===== src/rtl/traffic_light_monitor.sv =====
`default_nettype none
// ============================================================================
// Module   : traffic_light_monitor
// Purpose  : Passive checker for a two-direction traffic-light bus. Tracks the
//            colour and dwell time of each direction, and raises sticky flags
//            for these faults:
//              - non-one-hot patterns
//              - illegal colour transitions
//              - dwell violations
//              - both directions showing non-red at once
//            Counts completed R->G cycles of direction A.
// Ports    : i_clk          - system clock, rising edge
//            i_rst_n        - asynchronous active-low reset
//            i_light[5:0]   - [5:3] direction A {R,Y,G}, [2:0] direction B {R,Y,G}
//            i_clr          - synchronous clear of the four sticky error flags
//            o_valid        - both directions have been primed by a legal sample
//            o_err_onehot   - sticky: non-one-hot pattern seen (000 included)
//            o_err_seq      - sticky: illegal colour transition
//            o_err_timing   - sticky: dwell rule violated
//            o_err_conflict - sticky: both directions non-red in one sample
//            o_any_err      - OR of the four sticky flags
//            o_cycle_cnt    - count of legal A RED->GRN transitions (wraps)
// Revision : 1.0 - initial release
// ============================================================================
module traffic_light_monitor #(
    parameter int GRN_MIN = 4,
    parameter int GRN_MAX = 16,
    parameter int YEL_CYC = 2,
    parameter int CNT_W   = 8
) (
    input  logic             i_clk,
    input  logic             i_rst_n,
    input  logic [5:0]       i_light,
    input  logic             i_clr,
    output logic             o_valid,
    output logic             o_err_onehot,
    output logic             o_err_seq,
    output logic             o_err_timing,
    output logic             o_err_conflict,
    output logic             o_any_err,
    output logic [CNT_W-1:0] o_cycle_cnt
);

    // Colour encoding of the tracked per-direction state.
    localparam logic [1:0]       c_red     = 2'd0;
    localparam logic [1:0]       c_yel     = 2'd1;
    localparam logic [1:0]       c_grn     = 2'd2;
    localparam logic [CNT_W-1:0] c_one     = CNT_W'(1);
    localparam logic [CNT_W-1:0] c_cnt_max = {CNT_W{1'b1}};
    localparam logic [CNT_W-1:0] c_grn_min = CNT_W'(GRN_MIN);
    localparam logic [CNT_W-1:0] c_grn_lim = CNT_W'(GRN_MAX + 1);
    localparam logic [CNT_W-1:0] c_yel_cyc = CNT_W'(YEL_CYC);

    // Index 0 is direction A, index 1 is direction B.
    logic [1:0]       r_col    [2];
    logic [CNT_W-1:0] r_dwell  [2];
    logic [1:0]       r_primed;
    logic             r_valid;
    logic             r_err_onehot;
    logic             r_err_seq;
    logic             r_err_timing;
    logic             r_err_conflict;
    logic [CNT_W-1:0] r_cycle_cnt;

    logic [2:0]       w_pat      [2];
    logic [1:0]       w_col_in   [2];
    logic [1:0]       w_pat_ok;
    logic [1:0]       w_col_nxt  [2];
    logic [CNT_W-1:0] w_dwell_nxt[2];
    logic [CNT_W-1:0] w_dwell_inc[2];
    logic [1:0]       w_primed_nxt;
    logic [1:0]       w_oh_err;
    logic [1:0]       w_seq_err;
    logic [1:0]       w_tim_err;
    logic             w_conflict;
    logic             w_a_cycle;

    assign w_pat[0] = i_light[5:3];
    assign w_pat[1] = i_light[2:0];

    always_comb begin
        w_pat_ok     = '0;
        w_primed_nxt = r_primed;
        w_oh_err     = '0;
        w_seq_err    = '0;
        w_tim_err    = '0;
        w_a_cycle    = 1'b0;
        for (int d = 0; d < 2; d++) begin
            w_col_in[d]    = c_red;
            w_col_nxt[d]   = r_col[d];
            w_dwell_nxt[d] = r_dwell[d];
            w_dwell_inc[d] = (r_dwell[d] == c_cnt_max) ? r_dwell[d] : r_dwell[d] + c_one;

            case (w_pat[d])
                3'b100:  begin w_col_in[d] = c_red; w_pat_ok[d] = 1'b1; end
                3'b010:  begin w_col_in[d] = c_yel; w_pat_ok[d] = 1'b1; end
                3'b001:  begin w_col_in[d] = c_grn; w_pat_ok[d] = 1'b1; end
                default: begin w_col_in[d] = c_red; w_pat_ok[d] = 1'b0; end
            endcase

            if (!w_pat_ok[d]) begin
                // Invalid pattern: state and dwell are frozen, nothing else checked.
                w_oh_err[d] = 1'b1;
            end else if (!r_primed[d]) begin
                // First legal sample after reset only establishes the colour.
                w_primed_nxt[d] = 1'b1;
                w_col_nxt[d]    = w_col_in[d];
                w_dwell_nxt[d]  = c_one;
            end else if (w_col_in[d] == r_col[d]) begin
                w_dwell_nxt[d] = w_dwell_inc[d];
                // Fire only on the step into GRN_MAX+1; the saturation guard
                // keeps a parked counter from re-triggering within one phase.
                if (r_col[d] == c_grn && w_dwell_inc[d] == c_grn_lim &&
                    r_dwell[d] != c_cnt_max) begin
                    w_tim_err[d] = 1'b1;
                end
            end else begin
                if (!((r_col[d] == c_red && w_col_in[d] == c_grn) ||
                      (r_col[d] == c_grn && w_col_in[d] == c_yel) ||
                      (r_col[d] == c_yel && w_col_in[d] == c_red))) begin
                    w_seq_err[d] = 1'b1;
                end
                if (r_col[d] == c_grn && r_dwell[d] < c_grn_min) begin
                    w_tim_err[d] = 1'b1;
                end
                if (r_col[d] == c_yel && r_dwell[d] != c_yel_cyc) begin
                    w_tim_err[d] = 1'b1;
                end
                if (d == 0 && r_col[d] == c_red && w_col_in[d] == c_grn) begin
                    w_a_cycle = 1'b1;
                end
                w_col_nxt[d]   = w_col_in[d];
                w_dwell_nxt[d] = c_one;
            end
        end

        w_conflict = w_pat_ok[0] && w_pat_ok[1] &&
                     (w_col_in[0] != c_red) && (w_col_in[1] != c_red);
    end

    always_ff @(posedge i_clk or negedge i_rst_n) begin
        if (!i_rst_n) begin
            for (int d = 0; d < 2; d++) begin
                r_col[d]   <= c_red;
                r_dwell[d] <= '0;
            end
            r_primed       <= '0;
            r_valid        <= 1'b0;
            r_err_onehot   <= 1'b0;
            r_err_seq      <= 1'b0;
            r_err_timing   <= 1'b0;
            r_err_conflict <= 1'b0;
            r_cycle_cnt    <= '0;
        end else begin
            for (int d = 0; d < 2; d++) begin
                r_col[d]   <= w_col_nxt[d];
                r_dwell[d] <= w_dwell_nxt[d];
            end
            r_primed <= w_primed_nxt;
            r_valid  <= r_valid | (&r_primed);
            // A new error on the clearing edge wins over the clear.
            r_err_onehot   <= (r_err_onehot   & ~i_clr) | (|w_oh_err);
            r_err_seq      <= (r_err_seq      & ~i_clr) | (|w_seq_err);
            r_err_timing   <= (r_err_timing   & ~i_clr) | (|w_tim_err);
            r_err_conflict <= (r_err_conflict & ~i_clr) | w_conflict;
            if (w_a_cycle) begin
                r_cycle_cnt <= r_cycle_cnt + c_one;
            end
        end
    end

    assign o_valid        = r_valid;
    assign o_err_onehot   = r_err_onehot;
    assign o_err_seq      = r_err_seq;
    assign o_err_timing   = r_err_timing;
    assign o_err_conflict = r_err_conflict;
    assign o_any_err      = r_err_onehot | r_err_seq | r_err_timing | r_err_conflict;
    assign o_cycle_cnt    = r_cycle_cnt;

endmodule
`default_nettype wire


===== config.mk =====
export PLATFORM = sky130hd
export DESIGN_NAME = traffic_light_monitor
export DESIGN_NICKNAME = d
export VERILOG_FILES = /design/src/rtl/traffic_light_monitor.sv
export SDC_FILE = /design/constraint.sdc
export NUM_CORES = 1
export LEC_CHECK = 0
export CELL_PAD_IN_SITES_DETAIL_PLACEMENT = 1
export CELL_PAD_IN_SITES_GLOBAL_PLACEMENT = 2
export CORE_MARGIN = 2
export CORE_UTILIZATION = 31
export DETAILED_ROUTE_END_ITERATION = 6
export PLACE_DENSITY = 0.74
export SLEW_MARGIN = 20
export SYNTH_ARGS = -nofsm -noshare
export SYNTH_HDL_FRONTEND = slang
export SYNTH_SLANG_ARGS = --single-unit

===== constraint.sdc =====
create_clock -name i_clk -period 1.62 [get_ports i_clk]
set_input_delay 0.324 -clock i_clk [delete_from_list [all_inputs] [get_ports i_clk]]
set_output_delay 0.324 -clock i_clk [all_outputs]
set_load 0.01 [all_outputs]

# Yosys cells after proc, flatten, opt, wreduce, memory -nomap -nowiden
# Index checks and enable logic that the tools add are counted.
[word_totals]
regBits = 35
latchBits = 0
mem_bits_rw = 0
mem_bits_ro = 0
input_bits = 9
output_inout_bits = 14
elab_cells = 131
memories = 0
[classes]
n_addsub = 3
mul = 0
n_div = 0
n_lt_le_gt_ge = 2
eq_ne = 26
shift = 0
n_mux = 40
n_bitwise = 13
reduce_logical = 35
[op_table]
columns = ["operator", "count"]
rows = [
  ["8-bit two-way mux", 6],
  ["1-bit two-way mux", 28],
  ["8-bit by 1-bit adder with 8-bit output, second input constant", 3],
  ["1-bit logical AND", 17],
  ["8-bit by 5-bit == test with 1-bit output, second input constant", 2],
  ["8-bit == test, second input constant", 2],
  ["8-bit by 3-bit less-than comparator with 1-bit output, second input constant", 2],
  ["8-bit by 2-bit inequality test with 1-bit output, second input constant", 2],
  ["8-bit inequality test, second input constant", 2],
  ["2-bit by 1-bit == test with 1-bit output, second input constant", 4],
  ["2-bit == test, second input constant", 4],
  ["2-bit logical NOT", 4],
  ["2-bit two-way mux", 4],
  ["1-bit bitwise OR", 8],
  ["2-bit case mux with 2 select lines", 2],
  ["3-bit by 1-bit == test with 1-bit output, second input constant", 2],
  ["3-bit by 2-bit == test with 1-bit output, second input constant", 2],
  ["3-bit == test, second input constant", 2],
  ["2-bit AND reduction", 3],
  ["2-bit OR reduction", 3],
  ["3-bit OR reduction", 2],
  ["1-bit AND", 4],
  ["2-bit == test", 2],
  ["1-bit logical OR", 4],
  ["3 further kinds", 5],
]

# Logic depth before layout (Yosys ltp)
[depth]
depth_word = 12
mapped_depth = 7
ltp_nobuf = 7

# Worst setup path after synthesis
# Ideal clock, no wire load.
[synth_timing]
kind = "reg-to-reg"
start = "register r_col[2] (netlist name)"
end = "register r_cycle_cnt[1] (netlist: o_cycle_cnt[1])"
setup_time_ns = 0.125
t_arrival_ns = 1.435
required_time_ns = 1.495
setup_slack_ns = 0.061
stages_incl_launch_ff = 4
n_path_buf = 0
period_less_slack_ns = 1.559
cell_sequence = "dfrtp_1 or2_4 nor4_4 mux2_2"
[synth_between]
elab_chain_cells = 6
word_cells_on_any_way = 7
classes_between = "1 x eq/ne; 4 x mux; 2 x reduce/logical"
[synth_lines]
columns = ["item", "line", "source"]
rows = [
  ["start, declared", "55", "logic [1:0] r_col [2];"],
  ["start signal, assigned by index", "144", "r_col[d] <= c_red;"],
  ["start signal, assigned by index", "156", "r_col[d] <= w_col_nxt[d];"],
  ["2-bit logical NOT", "129", "if (d == 0 && r_col[d] == c_red && w_col_in[d] == c_grn) begin"],
  ["1-bit logical AND", "129", ""],
  ["1-bit two-way mux", "129", ""],
  ["1-bit two-way mux (*)", "109", "end else if (w_col_in[d] == r_col[d]) begin"],
  ["1-bit two-way mux (*)", "104", "end else if (!r_primed[d]) begin"],
  ["1-bit two-way mux (*)", "101", "if (!w_pat_ok[d]) begin"],
  ["end signal, assigned", "167", "r_cycle_cnt <= r_cycle_cnt + c_one;"],
  ["end, declared", "63", "logic [CNT_W-1:0] r_cycle_cnt;"],
]
# Mark *: on every way between the ends. The rest lies on a longest branch, timed or not.
# A chain may end at the register's enable or synchronous reset.

# Final worst setup path
[layout_timing]
start = "register r_err_seq (netlist: o_err_seq)"
end = "output port o_any_err"
[layout_between]
elab_chain_cells = 3
[layout_lines]
columns = ["item", "line", "source"]
rows = [
  ["start, declared", "60", "logic r_err_seq;"],
  ["start signal, assigned", "163", "r_err_seq <= (r_err_seq & ~i_clr) | (|w_seq_err);"],
  ["1-bit bitwise OR (3 in a row)", "177", "assign o_any_err = r_err_onehot | r_err_seq | r_err_timing | r_err_conflict;"],
  ["end, declared", "40", "output logic o_any_err,"],
]
# No other way between the ends.

==> results.md <==
* FP Rows at 31
* Met3 WL at 119 µm
* Design Area, Final at 3339 µm²
* Worst-path clk slew at 80 ps
* Post-detailed-route wirelength per cell at 15.61 µm
* Power, Total at 3.040 mW
* Setup violations, final at 2
* Chip width at 89.57 µm
* Hold Path Class: in -> async
* Top sig layer: met4
* Worst reg2reg path startpoint: r_dwell[13]
* Initial antenna violation count at 0
* Routed Antenna Nets at 0
* Ys Warns at 0
* Syn_nets at 275
* Sequential-to-total area share from yosys stat at 0.3859
* Die ar. at 8022 µm²
* Routability Congestion at 0.8292
* Status: finished with violations
* CTS tree: done
* Core area at 7176 µm²
* CP max FO at 2
* Post-synth EDFFs at 0
* Fraction of layout cells with a size suffix above 1 at 0.3420
* Drt first pass iters at 4
* Largest net degree at the start of global routing at 36
* Peak VDD IR at 0.0004468 V
* Met1 Wirelength at 3232 µm
* Fin. max-slew vios at 0
* Fin crit share at 1.038
* Worst reg2reg endpoint: o_err_timing
* N_diodes at 0
* # fillers at 838
* HPWL after DPL at 4980 µm
* Layout Nets at 358
* Multi-input gate area in the final layout at 1380 µm²
* Worst Setup Path Type: reg -> out
* Mean Syn Cell Area at 8.696 µm²
* Max_slew headroom at 0.6787
* Final min period at 1681 ps
* Clock latency reported for the late side of the worst-skew pair at 300 ps
* Sequential cell area at 883.3 µm²
* Die Ht at 89.57 µm
* Synth Cell Area at 2270 µm²
* CTS Buf Count at 5
* Pleak at 1.485 nW
* RSZ-0062 raised after global routing: true
* CTS sink count at 35
* Startpoint types: flip-flop
* Cts hold-fix bufs at 0
* GR Overflow Total at 0
* Synth cell types at 55
* Synth Flop Type: dfrtp_1
* WP data arrival at 1360 ps
* Number of global-route vias before repair at 2,378
* DRT Wirelength at 6929 µm
* Maxcap violations at 0
* Clock root buffer: clkbuf_8
* DR vias at 2,242
* DRC at 0
* Hold Slack at 57.29 ps
* #FFs+latches synth at 35
* Setup WS post-layout at -60.84 ps
* Failing checks: negative setup slack
* Area Growth Syn to Fin at 47.13%
* Mapped Cells at 261
* R2R Setup Slk at 0 ps
* IO Port Bufs at 22
* Setup crit end kind: output port
* Total GRT Usage at 0.1875
* Vias/cell at 5.050
* Initial Util at 0.3163
* Maximum clock insertion buffer count at 2
* WP data required at 1300 ps
* Boundary pin count at 23
* R2R cell count at 5
* H-tree Lvls at 2
* Met2 wire length at 3450 µm
* Placed inst area at 2973 µm²
* P per Cell Area at 910.3 nW/µm²
* 1st-iter DRT viols at 87
* First-pass GRT wire length at 11,620 µm
* Final Hold Viols at 0
* Worst-Margin Slew at 481.9 ps
* Post-synth ARST share at 1.000
* Clock skew at 7.992 ps
* Max frequency at 594.9 MHz
## Yosys cell counts, drive strengths merged, types with 3 or more instances
library cell,count,share of area
o22ai,5,0.014
a31oi,6,0.017
dfrtp,35,0.39
a21o,3,0.0099
nand2b,11,0.031
xor2,5,0.019
mux2,3,0.015
or2,3,0.0094
nand4,7,0.026
nor4,3,0.015
ha,5,0.028
xnor2,5,0.019
o21ai,19,0.042
nor2,18,0.031
inv,12,0.020
and3,9,0.025
nand2,25,0.041
a21oi,22,0.049
clkbuf,7,0.012
buf,9,0.024
nand3,10,0.022
## stage by stage
stage,std cells,setup TNS [ps],setup slack [ps],utilization
after floorplan,261,0,60.66,-
after global placement,422,-6796,-341.5,0.4143
after detailed placement,422,-7639,-375.3,0.4143
after CTS,438,-75.21,-75.21,0.4464
after global routing,444,-700.2,-128.5,0.4654
final,444,-62.10,-60.84,0.4654
## layer usage
metal / global-route usage / vias to the layer above
li1: - / 1101
met1: 0.2457 / 1109
met2: 0.3175 / 21
met3: 0.02401 / 11
met4: 0.06377 / 0
met5: 0 / -
## logic make-up after synthesis
logic type / count (synthesis) / share of synthesized area
buf+inv: 28 / 0.05568
xor+xnor: 10 / 0.03859
flops: 35 / 0.3859
fa+ha+maj: 5 / 0.02756
compound gates: 75 / 0.2078
mux: 4 / 0.01929
simple gates: 104 / 0.2652
## area by class of cell
type / instances / share of cell area
clock buffer: 5 / 0.02061
clock inverter: 3 / 0.02023
multi-input combinational: 198 / 0.4133
sequential: 35 / 0.2645
inverter: 12 / 0.01349
tap: 99 / 0.03709
timing repair buffer: 92 / 0.2308
## critical path: stages (launching register included)
cell	delay (ps)
dfrtp_1	380
or4_4	540
buf_6	140
## repair_timing
| item | 4_1_cts | 5_1_grt |
|---|---|---|
| endpoints found under the setup margin | 19 | 21 |
| resized for setup | 23 | 21 |
| pin swaps | 3 | 17 |
| buffers inserted | 8 | 6 |
| gates cloned | 0 | 0 |
## flip-flops by register name, indices dropped and copies added, names as in the netlist
register,cells
r_dwell,16
o_cycle_cnt,8
r_col,4
r_primed,2
o_err_conflict,1
o_err_onehot,1
o_err_seq,1
o_err_timing,1
o_valid,1
## power by group
group / total [mW] / internal (mW) / switching (mW)
logic: 0.971 / 0.532 / 0.440
clock network: 0.982 / 0.614 / 0.367
registers: 1.09 / 0.978 / 0.109
total: 3.04 / 2.12 / 0.916
## how the worst max path moves through the flow
stage                                 to  slack (ps)         start
after floorplan           o_cycle_cnt[1]          60      r_col[2]
after global placement        r_dwell[0]        -340    i_light[2]
after detailed placement      r_dwell[1]        -380    i_light[1]
after CTS                      o_any_err         -80  o_err_onehot
after global routing        o_err_timing        -130    r_dwell[0]
final                          o_any_err         -60     o_err_seq
## placed cells by master (no fill, tap or decap), types with 3 or more instances in the layout
master,netlist,final
dfrtp_2,0,6
nand2_1,25,25
clkdlybuf4s50_1,0,11
dfrtp_1,35,29
nor2_1,17,15
nor2_2,1,3
xnor2_1,5,5
o21ai_1,4,4
inv_1,12,11
o22ai_1,5,5
a21oi_1,22,21
clkbuf_8,0,5
a31oi_1,6,6
nand4_1,6,6
mux2_2,3,3
nand3_1,10,10
nand2b_1,10,9
ha_1,5,3
dlygate4sd2_1,0,7
and3_1,9,9
xor2_1,5,4
buf_4,4,66
o21ai_0,15,14
buf_6,0,3
a21o_1,3,3
(Power assumes the default switching activity.)
